[config.mk]
export PLATFORM = sky130hd
export DESIGN_NAME = csr_ctrl
export DESIGN_NICKNAME = d
export VERILOG_FILES = /design/src/rtl/csr_pkg.sv /design/src/rtl/csr_timer.sv /design/src/rtl/csr_ctrl.sv
export SDC_FILE = /design/constraint.sdc
export NUM_CORES = 1
export LEC_CHECK = 0
export BUFFER_PORTS_ARGS = -buffer_cell sky130_fd_sc_hd__buf_2
export CORE_AREA = 2 2 166 330
export CTS_CLUSTER_DIAMETER = 100
export CTS_CLUSTER_SIZE = 8
export DETAILED_ROUTE_END_ITERATION = 7
export DIE_AREA = 0 0 168 332
export PLACE_DENSITY = 0.53
export SYNTH_ARGS = -nofsm -noshare
export SYNTH_HDL_FRONTEND = slang
export SYNTH_SLANG_ARGS = --single-unit
[constraint.sdc]
create_clock -name clk -period 8.1 [get_ports clk]
set_input_delay 1.62 -clock clk [delete_from_list [all_inputs] [get_ports clk]]
set_output_delay 1.62 -clock clk [all_outputs]
set_load 0.01 [all_outputs]
[src/rtl/csr_pkg.sv]
// Shared CSR numbering, field positions and helpers for the privileged CSR block.
package csr_pkg;

  localparam logic [13:0] CSR_CRMD   = 14'h000;
  localparam logic [13:0] CSR_PRMD   = 14'h001;
  localparam logic [13:0] CSR_ECFG   = 14'h004;
  localparam logic [13:0] CSR_ESTAT  = 14'h005;
  localparam logic [13:0] CSR_ERA    = 14'h006;
  localparam logic [13:0] CSR_BADV   = 14'h007;
  localparam logic [13:0] CSR_EENTRY = 14'h00c;
  localparam logic [13:0] CSR_SAVE0  = 14'h030;
  localparam logic [13:0] CSR_TID    = 14'h040;
  localparam logic [13:0] CSR_TCFG   = 14'h041;
  localparam logic [13:0] CSR_TVAL   = 14'h042;
  localparam logic [13:0] CSR_TICLR  = 14'h044;

  localparam int unsigned CRMD_PLV_LSB     = 32'd0;
  localparam int unsigned CRMD_IE          = 32'd2;
  localparam int unsigned ESTAT_SWI_LSB    = 32'd0;
  localparam int unsigned ESTAT_HWI_LSB    = 32'd2;
  localparam int unsigned ESTAT_TI         = 32'd11;
  localparam int unsigned ESTAT_IPI        = 32'd12;
  localparam int unsigned ESTAT_ECODE_LSB  = 32'd16;
  localparam int unsigned ESTAT_ESUB_LSB   = 32'd22;
  localparam int unsigned EENTRY_VA_LSB    = 32'd6;
  localparam int unsigned TCFG_EN          = 32'd0;
  localparam int unsigned TCFG_PERIODIC    = 32'd1;
  localparam int unsigned TCFG_INITVAL_LSB = 32'd2;
  localparam int unsigned TICLR_CLR        = 32'd0;

  // IS[10] has no source, so its enable is never kept
  localparam logic [12:0] ECFG_LIE_MASK = 13'h1bff;

  typedef struct packed {
    logic       ie;
    logic [1:0] plv;
  } mode_t;

  function automatic logic [31:0] csr_merge(input logic [31:0] old_v,
                                            input logic [31:0] wmask,
                                            input logic [31:0] wvalue);
    return (old_v & ~wmask) | (wvalue & wmask);
  endfunction

endpackage

[src/rtl/csr_timer.sv]
// Constant timer: TCFG register, down counter and the IS[11] timer-interrupt flag.
module csr_timer
  import csr_pkg::*;
#(
  parameter int TIMER_WIDTH = 32
) (
  input  logic        clk,
  input  logic        rst,
  input  logic        tcfg_we,
  input  logic        ticlr_we,
  input  logic [31:0] wmask,
  input  logic [31:0] wvalue,
  output logic [31:0] tcfg_rvalue,
  output logic [31:0] tval_rvalue,
  output logic        ti_flag
);

  localparam logic [TIMER_WIDTH-1:0] CNT_ONE = {{(TIMER_WIDTH-1){1'b0}}, 1'b1};

  logic                          en_q, en_d;
  logic                          per_q, per_d;
  logic [TIMER_WIDTH-1:2]        init_q, init_d;
  logic [TIMER_WIDTH-1:0]        cnt_q, cnt_d;
  logic                          ti_q, ti_d;
  logic [31:0]                   tcfg_wr_s;
  logic                          fire_s;
  logic                          clr_s;

  assign tcfg_rvalue = 32'({init_q, per_q, en_q});
  assign tval_rvalue = 32'(cnt_q);
  assign ti_flag     = ti_q;

  // Next-state for config, counter and interrupt flag; a timer set beats a TICLR clear
  always_comb begin
    tcfg_wr_s = csr_merge(tcfg_rvalue, wmask, wvalue);
    clr_s     = ticlr_we & wmask[TICLR_CLR] & wvalue[TICLR_CLR];
    en_d      = en_q;
    per_d     = per_q;
    init_d    = init_q;
    cnt_d     = cnt_q;
    fire_s    = 1'b0;
    if (tcfg_we) begin
      en_d   = tcfg_wr_s[TCFG_EN];
      per_d  = tcfg_wr_s[TCFG_PERIODIC];
      init_d = tcfg_wr_s[TIMER_WIDTH-1:TCFG_INITVAL_LSB];
      cnt_d  = {init_d, 2'b00};
    end else if (en_q) begin
      if (cnt_q != {TIMER_WIDTH{1'b0}}) begin
        cnt_d  = cnt_q - CNT_ONE;
        fire_s = (cnt_q == CNT_ONE);
      end else if (per_q && (init_q != {(TIMER_WIDTH-2){1'b0}})) begin
        // A zero InitVal never reloads, so periodic mode cannot re-fire from zero
        cnt_d = {init_q, 2'b00};
      end else begin
        cnt_d = cnt_q;
      end
    end else begin
      cnt_d = cnt_q;
    end
    if (fire_s) begin
      ti_d = 1'b1;
    end else if (clr_s) begin
      ti_d = 1'b0;
    end else begin
      ti_d = ti_q;
    end
  end

  // Timer state registers
  always_ff @(posedge clk) begin
    if (rst) begin
      en_q   <= 1'b0;
      per_q  <= 1'b0;
      init_q <= {(TIMER_WIDTH-2){1'b0}};
      cnt_q  <= {TIMER_WIDTH{1'b0}};
      ti_q   <= 1'b0;
    end else begin
      en_q   <= en_d;
      per_q  <= per_d;
      init_q <= init_d;
      cnt_q  <= cnt_d;
      ti_q   <= ti_d;
    end
  end

endmodule

[src/rtl/csr_ctrl.sv]
// Privileged CSR file: mode/exception state, interrupt status, scratch registers and timer.
module csr_ctrl
  import csr_pkg::*;
#(
  parameter int          HW_INT_NUM  = 8,
  parameter int          TIMER_WIDTH = 32,
  parameter int          SAVE_NUM    = 4,
  parameter logic [31:0] CORE_ID     = 32'h0
) (
  input  logic                  clk,
  input  logic                  rst,
  input  logic                  csr_re,
  input  logic [13:0]           csr_num,
  output logic [31:0]           csr_rvalue,
  input  logic                  csr_we,
  input  logic [31:0]           csr_wmask,
  input  logic [31:0]           csr_wvalue,
  input  logic [HW_INT_NUM-1:0] hw_int_in,
  input  logic                  ipi_int_in,
  input  logic                  wb_ex,
  input  logic [5:0]            wb_ecode,
  input  logic [8:0]            wb_esubcode,
  input  logic [31:0]           wb_pc,
  input  logic                  wb_badv_we,
  input  logic [31:0]           wb_vaddr,
  input  logic                  ertn_flush,
  output logic [31:0]           ex_entry,
  output logic [31:0]           ertn_pc,
  output logic                  has_int
);

  mode_t                 crmd_q, crmd_d;
  mode_t                 prmd_q, prmd_d;
  logic [12:0]           lie_q, lie_d;
  logic [1:0]            is_sw_q, is_sw_d;
  logic [HW_INT_NUM-1:0] hwi_q, hwi_d;
  logic                  ipi_q, ipi_d;
  logic [5:0]            ecode_q, ecode_d;
  logic [8:0]            esub_q, esub_d;
  logic [31:0]           era_q, era_d;
  logic [31:0]           badv_q, badv_d;
  logic [31:6]           eentry_q, eentry_d;
  logic [31:0]           tid_q, tid_d;
  logic [31:0]           save_q [SAVE_NUM];
  logic [31:0]           save_d [SAVE_NUM];

  logic [12:0]           is_s;
  logic                  ti_s;
  logic [31:0]           tcfg_rd_s;
  logic [31:0]           tval_rd_s;
  logic [31:0]           save_rd_s;
  logic [31:0]           rd_mux_s;
  logic [31:0]           wr_s;

  csr_timer #(
    .TIMER_WIDTH(TIMER_WIDTH)
  ) u_timer (
    .clk        (clk),
    .rst        (rst),
    .tcfg_we    (csr_we && (csr_num == CSR_TCFG)),
    .ticlr_we   (csr_we && (csr_num == CSR_TICLR)),
    .wmask      (csr_wmask),
    .wvalue     (csr_wvalue),
    .tcfg_rvalue(tcfg_rd_s),
    .tval_rvalue(tval_rd_s),
    .ti_flag    (ti_s)
  );

  // Assemble ESTAT.IS from its individual sources
  always_comb begin
    is_s = 13'h0;
    is_s[ESTAT_SWI_LSB +: 2]          = is_sw_q;
    is_s[ESTAT_HWI_LSB +: HW_INT_NUM] = hwi_q;
    is_s[ESTAT_TI]                    = ti_s;
    is_s[ESTAT_IPI]                   = ipi_q;
  end

  // Register view selected by csr_num; also the base for masked writes
  always_comb begin
    save_rd_s = 32'h0;
    for (int i = 0; i < SAVE_NUM; i++) begin
      save_rd_s = (csr_num == (CSR_SAVE0 + 14'(i))) ? save_q[i] : save_rd_s;
    end
    case (csr_num)
      CSR_CRMD:   rd_mux_s = {23'h0, 2'b00, 2'b00, 1'b0, 1'b1, crmd_q.ie, crmd_q.plv};
      CSR_PRMD:   rd_mux_s = {29'h0, prmd_q.ie, prmd_q.plv};
      CSR_ECFG:   rd_mux_s = {19'h0, lie_q};
      CSR_ESTAT:  rd_mux_s = {1'b0, esub_q, ecode_q, 3'b000, is_s};
      CSR_ERA:    rd_mux_s = era_q;
      CSR_BADV:   rd_mux_s = badv_q;
      CSR_EENTRY: rd_mux_s = {eentry_q, 6'h00};
      CSR_TID:    rd_mux_s = tid_q;
      CSR_TCFG:   rd_mux_s = tcfg_rd_s;
      CSR_TVAL:   rd_mux_s = tval_rd_s;
      default:    rd_mux_s = save_rd_s;
    endcase
  end

  assign wr_s       = csr_merge(rd_mux_s, csr_wmask, csr_wvalue);
  assign csr_rvalue = csr_re ? rd_mux_s : 32'h0;
  assign ex_entry   = {eentry_q, 6'h00};
  assign ertn_pc    = era_q;
  assign has_int    = crmd_q.ie & (|(is_s & lie_q));

  // Next-state: exception commit beats ertn, which beats software writes
  always_comb begin
    crmd_d  = crmd_q;
    prmd_d  = prmd_q;
    era_d   = era_q;
    ecode_d = ecode_q;
    esub_d  = esub_q;
    hwi_d   = hw_int_in;
    ipi_d   = ipi_int_in;
    if (wb_ex) begin
      prmd_d     = crmd_q;
      crmd_d.plv = 2'b00;
      crmd_d.ie  = 1'b0;
      era_d      = wb_pc;
      ecode_d    = wb_ecode;
      esub_d     = wb_esubcode;
    end else if (ertn_flush) begin
      crmd_d = prmd_q;
    end else begin
      if (csr_we && (csr_num == CSR_CRMD)) begin
        crmd_d.plv = wr_s[CRMD_PLV_LSB +: 2];
        crmd_d.ie  = wr_s[CRMD_IE];
      end else begin
        crmd_d = crmd_q;
      end
      if (csr_we && (csr_num == CSR_PRMD)) begin
        prmd_d.plv = wr_s[CRMD_PLV_LSB +: 2];
        prmd_d.ie  = wr_s[CRMD_IE];
      end else begin
        prmd_d = prmd_q;
      end
      era_d   = (csr_we && (csr_num == CSR_ERA)) ? wr_s : era_q;
      ecode_d = (csr_we && (csr_num == CSR_ESTAT)) ? wr_s[ESTAT_ECODE_LSB +: 6] : ecode_q;
      esub_d  = (csr_we && (csr_num == CSR_ESTAT)) ? wr_s[ESTAT_ESUB_LSB +: 9] : esub_q;
    end
    badv_d   = (wb_ex && wb_badv_we) ? wb_vaddr :
               ((csr_we && (csr_num == CSR_BADV)) ? wr_s : badv_q);
    lie_d    = (csr_we && (csr_num == CSR_ECFG)) ? (wr_s[12:0] & ECFG_LIE_MASK) : lie_q;
    is_sw_d  = (csr_we && (csr_num == CSR_ESTAT)) ? wr_s[ESTAT_SWI_LSB +: 2] : is_sw_q;
    eentry_d = (csr_we && (csr_num == CSR_EENTRY)) ? wr_s[31:EENTRY_VA_LSB] : eentry_q;
    tid_d    = (csr_we && (csr_num == CSR_TID)) ? wr_s : tid_q;
    for (int i = 0; i < SAVE_NUM; i++) begin
      save_d[i] = (csr_we && (csr_num == (CSR_SAVE0 + 14'(i)))) ? wr_s : save_q[i];
    end
  end

  // CSR state registers
  always_ff @(posedge clk) begin
    if (rst) begin
      crmd_q   <= '{ie: 1'b0, plv: 2'b00};
      prmd_q   <= '{ie: 1'b0, plv: 2'b00};
      lie_q    <= 13'h0;
      is_sw_q  <= 2'b00;
      hwi_q    <= {HW_INT_NUM{1'b0}};
      ipi_q    <= 1'b0;
      ecode_q  <= 6'h0;
      esub_q   <= 9'h0;
      era_q    <= 32'h0;
      badv_q   <= 32'h0;
      eentry_q <= 26'h0;
      tid_q    <= CORE_ID;
      for (int i = 0; i < SAVE_NUM; i++) begin
        save_q[i] <= 32'h0;
      end
    end else begin
      crmd_q   <= crmd_d;
      prmd_q   <= prmd_d;
      lie_q    <= lie_d;
      is_sw_q  <= is_sw_d;
      hwi_q    <= hwi_d;
      ipi_q    <= ipi_d;
      ecode_q  <= ecode_d;
      esub_q   <= esub_d;
      era_q    <= era_d;
      badv_q   <= badv_d;
      eentry_q <= eentry_d;
      tid_q    <= tid_d;
      for (int i = 0; i < SAVE_NUM; i++) begin
        save_q[i] <= save_d[i];
      end
    end
  end

endmodule

Word-level counts from Yosys, hierarchy flattened
Memory sizes are Yosys's and may differ from the RTL's.
Index checks and enable logic that the tools add are counted.
Storage, ports and cells
  input bits: 173
  output and inout port bits: 97
  logic and storage cells: 130
  bits in registers: 231
  memory bits (writable): 128
  memories: 1
Cells by class
  equality and inequality tests: 16
  bitwise logic cells: 14
  add/subtract/negate cells: 1
  reductions and logical operators: 36
  mux-type cells: 42
Memories
  save_q: depth 4, width 32, rd ports 4, clocked after Yosys merged registers in 0, wr ports 4, RTL line csr_ctrl.sv:44  | logic [31:0] save_q [SAVE_NUM];
Operator list (number)
  2-to-1 mux 32 bit: 22
  one-hot mux 32 bit (10 select lines): 1
  bitwise AND 32 bit: 3
  OR 32 bit: 2
  == test 14 x 3 -> 1 bit (second input constant): 4
  == test 14 x 6 -> 1 bit (second input constant): 4
  == test 14 x 7 -> 1 bit (second input constant): 4
  == test 32 x 1 -> 1 bit (second input constant): 1
  inverter 32 bit: 1
  nonzero test 32 bit: 1
  subtractor 32 x 1 -> 32 bit (second input constant): 1
  nonzero test 30 bit: 1
  2-to-1 mux 9 bit: 3
  2-to-1 mux 6 bit: 3
  logical AND 1 bit: 16
  nonzero test 2 bit: 8
  2-to-1 mux 3 bit: 5
  == test 14 x 1 -> 1 bit (second input constant): 1
  == test 14 x 4 -> 1 bit (second input constant): 1
  logical NOT 14 bit: 1
  bitwise AND 13 bit: 1
  OR reduction 13 bit: 1
  AND reduction 2 bit: 5
  2-to-1 mux 1 bit: 8
  other kinds (5): 11

Depth between registers and ports, before layout
  depth after elaboration: 11
  gate-level depth with buffers: 12
  gate-level depth less buffers: 8

Hierarchy
From an unflattened synthesis, not the netlist that was laid out.
Unflattened totals
  cell total of the unflattened synthesis: 2545
  area, all modules: 20266.9 um^2
By module, submodules not included
  csr_ctrl: times used 1, seq. area each 5885.6 um^2, area each 16231.8 um^2, cells an instance 2008
  csr_timer: times used 1, seq. area each 1301.2 um^2, area each 4035.1 um^2, cells an instance 537

Least setup slack after synthesis
No wires, ideal clock.
  kind: input port to output port
  start point: in csr_num[9]
  end point: out csr_rvalue[21]
  stages on the path: 7
  buffers on the path: 3
  data required time: 6480 ps
  data arrival time: 3469 ps
  setup slack: 3011 ps
  cells stage by stage: or4_1 buf_6 buf_6 nor4_4 buf_4 a22oi_1 a41oi_1
On the way
  longest elaborated chain between the ends: 7
  elaborated cells between the ends (all ways): 20
  those cells by class: eq/ne (13); mux (6); reduce/logical (1)
Ends and longest elaborated chain
  start, declared: RTL line csr_ctrl.sv:13  | input logic [13:0] csr_num,
  == test 14 x 6 -> 1 bit: RTL line csr_ctrl.sv:82  | save_rd_s = (csr_num == (CSR_SAVE0 + 14'(i))) ? save_q[i] : save_rd_s;
  2-to-1 mux 32 bit (4 in series): RTL line csr_ctrl.sv:82
  one-hot mux 32 bit (10 select lines) (*): RTL line csr_ctrl.sv:84  | case (csr_num)
  2-to-1 mux 32 bit (*): RTL line csr_ctrl.sv:100  | assign csr_rvalue = csr_re ? rd_mux_s : 32'h0;
  end, declared: RTL line csr_ctrl.sv:14  | output logic [31:0] csr_rvalue,
Every way passes the cells marked *; elsewhere a longest branch is shown, timed or not.

Final worst setup path
  start point: in csr_num[9]
  end point: out csr_rvalue[17]
Same word-level chain as after synthesis.

==> summary.md <==
| Metric | Value |
|---|---|
| Status | finished clean |
| Root Driver | clkbuf_16 |
| Antenna violations before repair | 2 |
| Synthesized area | 0.01943 mm² |
| Worst Path Max Fanout | 26 |
| H-tree Lvls | 2 |
| GRT Residual Overflow | 0 |
| Clk_lat worst skew | 0.61 ns |
| Clock slew at reported path FFs | 0.05 ns |
| Max-cap violation count | 0 |
| Top Ports | 270 |
| Placer congestion estimate | 1.023 |
| Setup crit start kind | input pin |
| Routed wire length | 112200 µm |
| Share of cells above drive strength 1 | 0.1779 |
| First-pass GRT wire length | 156700 µm |
| Slew Limit Fails | 0 |
| CTS sink cnt | 359 |
| Yosys warnings | 0 |
| Post-CTS setup buffers | 0 |
| Synth async-reset ratio | 0 |
| RSZ-0062 raised after global routing | no |
| Max VDD drop | 150.7 µV |
| TritonCTS clock tree | yes |
| Post-DRT Antenna Nets | 0 |
| # rows | 120 |
| First-iteration detailed-routing DRC count | 2485 |
| Register area share after synthesis | 0.3698 |
| Overall Power | 4.149 mW |
| Slowest CP cell | nor2_1 |
| Worst endpoint required time | 6.48 ns |
| Final Cycle Share | 0.8264 |
| Final nets | 2771 |
| Die area | 0.05578 mm² |
| Total CTS buffers | 50 |
| Synth area leader | dfxtp_1 |
| Bufs on Longest Clock Path | 3 |
| Post-synth EDFFs | 0 |
| Clk_skew | 0.02882 ns |
| Starting Density | 0.3646 |
| Post-layout min period | 6.693 ns |
| Total global-route track usage | 0.3905 |
| Post_cts resized | 0 |
| Vias in the first global route | 21.01k |
| CP dominant cell by count | buf_2 |
| Cts hold-fix bufs | 0 |
| Worst-path cell chain | buf_2, or4_2, nor2_1, o21ai_0, a31oi_1, buf_2 |
| Element type at the critical path end | output port |
| CORE AREA | 0.05330 mm² |
| Worst Tran Pin Value | 1.358 ns |
| Worst stage delay on the critical path | 1.16 ns |
| Port Buf Inserts | 263 |
| Relative slew slack | 0.08668 |
| Fmax | 149.4 MHz |
| Vert. Die Dim | 332 µm |
| Largest net degree at the start of global routing | 107 |
| Worst EP arrival | 5.07 ns |
| Syn Inst Count | 2448 |
| Flip-flop and latch count after synthesis | 359 |
| Vias | 21.85k |
| Area grow syn2layout | 15.47% |
| Remaining DRCs | 0 |
| 1st-pass router iterations | 8 |
| Syn_area_per_cell | 7.938 µm² |
| Final Setup Violations | 0 |
| Hold Path Class | flop to flop |
| ANT cells | 0 |
| Final Hold Viols | 0 |
| Leak | 7.772 nW |
| Ys flop type | dfxtp_1 |
| Distinct cells, synth | 87 |
| Final HPWL DP | 83670 µm |
| Die Wd | 168 µm |
| Crit path kind | input pin to output port |
| Power Density | 184.9 mW/mm² |
| Final TNS setup | 0 ns |
| Top cells by area, synth | dfxtp_1, a21oi_1, nand2_1 |
| Post-synth top area share | 0.3698 |
| Wirelength per Cell | 34.32 µm |
| Vias/cell | 6.685 |
[where the power goes]
part	internal, mW	switching (mW)
combinational	0.110	0.288
sequential	1.79	0.0306
clock	1.09	0.839
[worst max-delay path, delay by kind of cell]
family                 cells  cell delay [ns]
AND/OR/NAND/NOR            2             2.25
AO/OA/AOI/OAI              2             0.85
buffers and inverters      2             0.33
[layout by cell type (no fill, tap or decap), drive strengths merged, types with 7 or more instances in the layout]
cell	n
mux2	30
xor2	15
buf	315
a222oi	10
a41oi	25
nand2b	26
inv	27
a211oi	20
nor2b	39
o2bb2ai	25
a22o	20
o21ai	145
mux2i	51
a31oi	34
a21oi	256
and3	14
nand4b	14
o311ai	9
or4	8
nor3	32
a211o	7
dfxtp	359
a221oi	14
o22a	9
o22ai	36
and2	10
nand3	243
nand2	340
nor4	45
clkbuf	51
nand3b	27
nor2	91
nand4	16
o31ai	14
nor4b	9
or3	8
o211ai	20
a22oi	88
[cell families (layout without fill, tap and decap cells)]
group / count (synthesis) / count (layout) / share of synthesized area
and+or+nand+nor: 953 / 953 / 0.2559
muxes: 84 / 84 / 0.04713
DFF: 359 / 359 / 0.3698
adders and majority gates: 3 / 3 / 0.001932
xor gates and xnor gates: 19 / 19 / 0.008564
buffers and inverters: 252 / 396 / 0.05550
other: 1 / 6 / 0.0001930
AOI/OAI and AO/OA: 777 / 777 / 0.2609
[cell type report]
cell class,count,area [µm²]
multi-input cells,1842,11280
clock inverters,3,55.05
clock buffers,51,1255
inverters,27,101.3
fillers,5536,30860
flip-flops and latches,359,7187
well taps,671,839.6
repair buffers,315,1724
[cells in the mapped netlist, types with 9 or more instances]
cell / count
a221oi_1: 14
nand2_1: 340
nor4_1: 25
nand2b_1: 26
a31oi_1: 34
and3_1: 14
o31ai_1: 14
o21ai_0: 136
a22o_1: 20
buf_2: 55
o2bb2ai_1: 25
nand3b_1: 27
o22ai_1: 36
nand3_1: 240
o211ai_1: 19
o21ai_1: 9
a222oi_1: 10
a21oi_1: 256
xor2_1: 15
clkbuf_1: 137
o311ai_0: 9
a41oi_1: 20
nand4b_1: 12
and2_1: 10
dfxtp_1: 359
nor3_1: 30
a211oi_1: 20
nor2b_1: 39
nor2_1: 91
mux2i_1: 51
buf_4: 11
a22oi_1: 85
buf_1: 19
o22a_1: 9
nor4_2: 12
inv_1: 26
nand4_1: 16
mux2_2: 30
[sequential cells by signal, summed over array words and instances, names as in the netlist, 12 cells and up, named ones only]
signal and flops:
lie_q 12, eentry_q 26, u_timer.tval_rvalue 32, u_timer.init_q 30, tid_q 32, badv_q 32, ertn_pc 32, save_q 128
[metal layers]
layer,routed length (µm),vias up,GRT usage
li1,-,9366,-
met1,37380,10554,0.4154
met2,52450,1487,0.6467
met3,9993,437,0.08055
met4,12310,4,0.3517
met5,25,-,0
[metrics by stage]
step                utilization  cell area [µm²]  std cells  hold WS (ns)  setup slack, ns
floorplan                     -            19450       2453        0.4284            3.011
global placement         0.3964            21130       3214        0.4348            1.690
detailed placement       0.3964            21130       3214        0.4400            1.655
CTS                      0.4210            22440       3268        0.4467            1.650
global route             0.4210            22440       3268        0.4640            1.419
finish                   0.4210            22440       3268        0.4467            1.407
[final timing paths]
kind | start | end | slack (ns) | depth (start not counted)
min reg2reg | save_q[2][2] | save_q[2][2] | 0.45 | 2
min | save_q[2][2] | save_q[2][2] | 0.45 | 2
max | csr_num[9] | csr_rvalue[17] | 1.41 | 6
max reg2reg | u_timer.tval_rvalue[12] | u_timer.tval_rvalue[30] | 4.71 | 7
(Power assumes the default switching activity.)
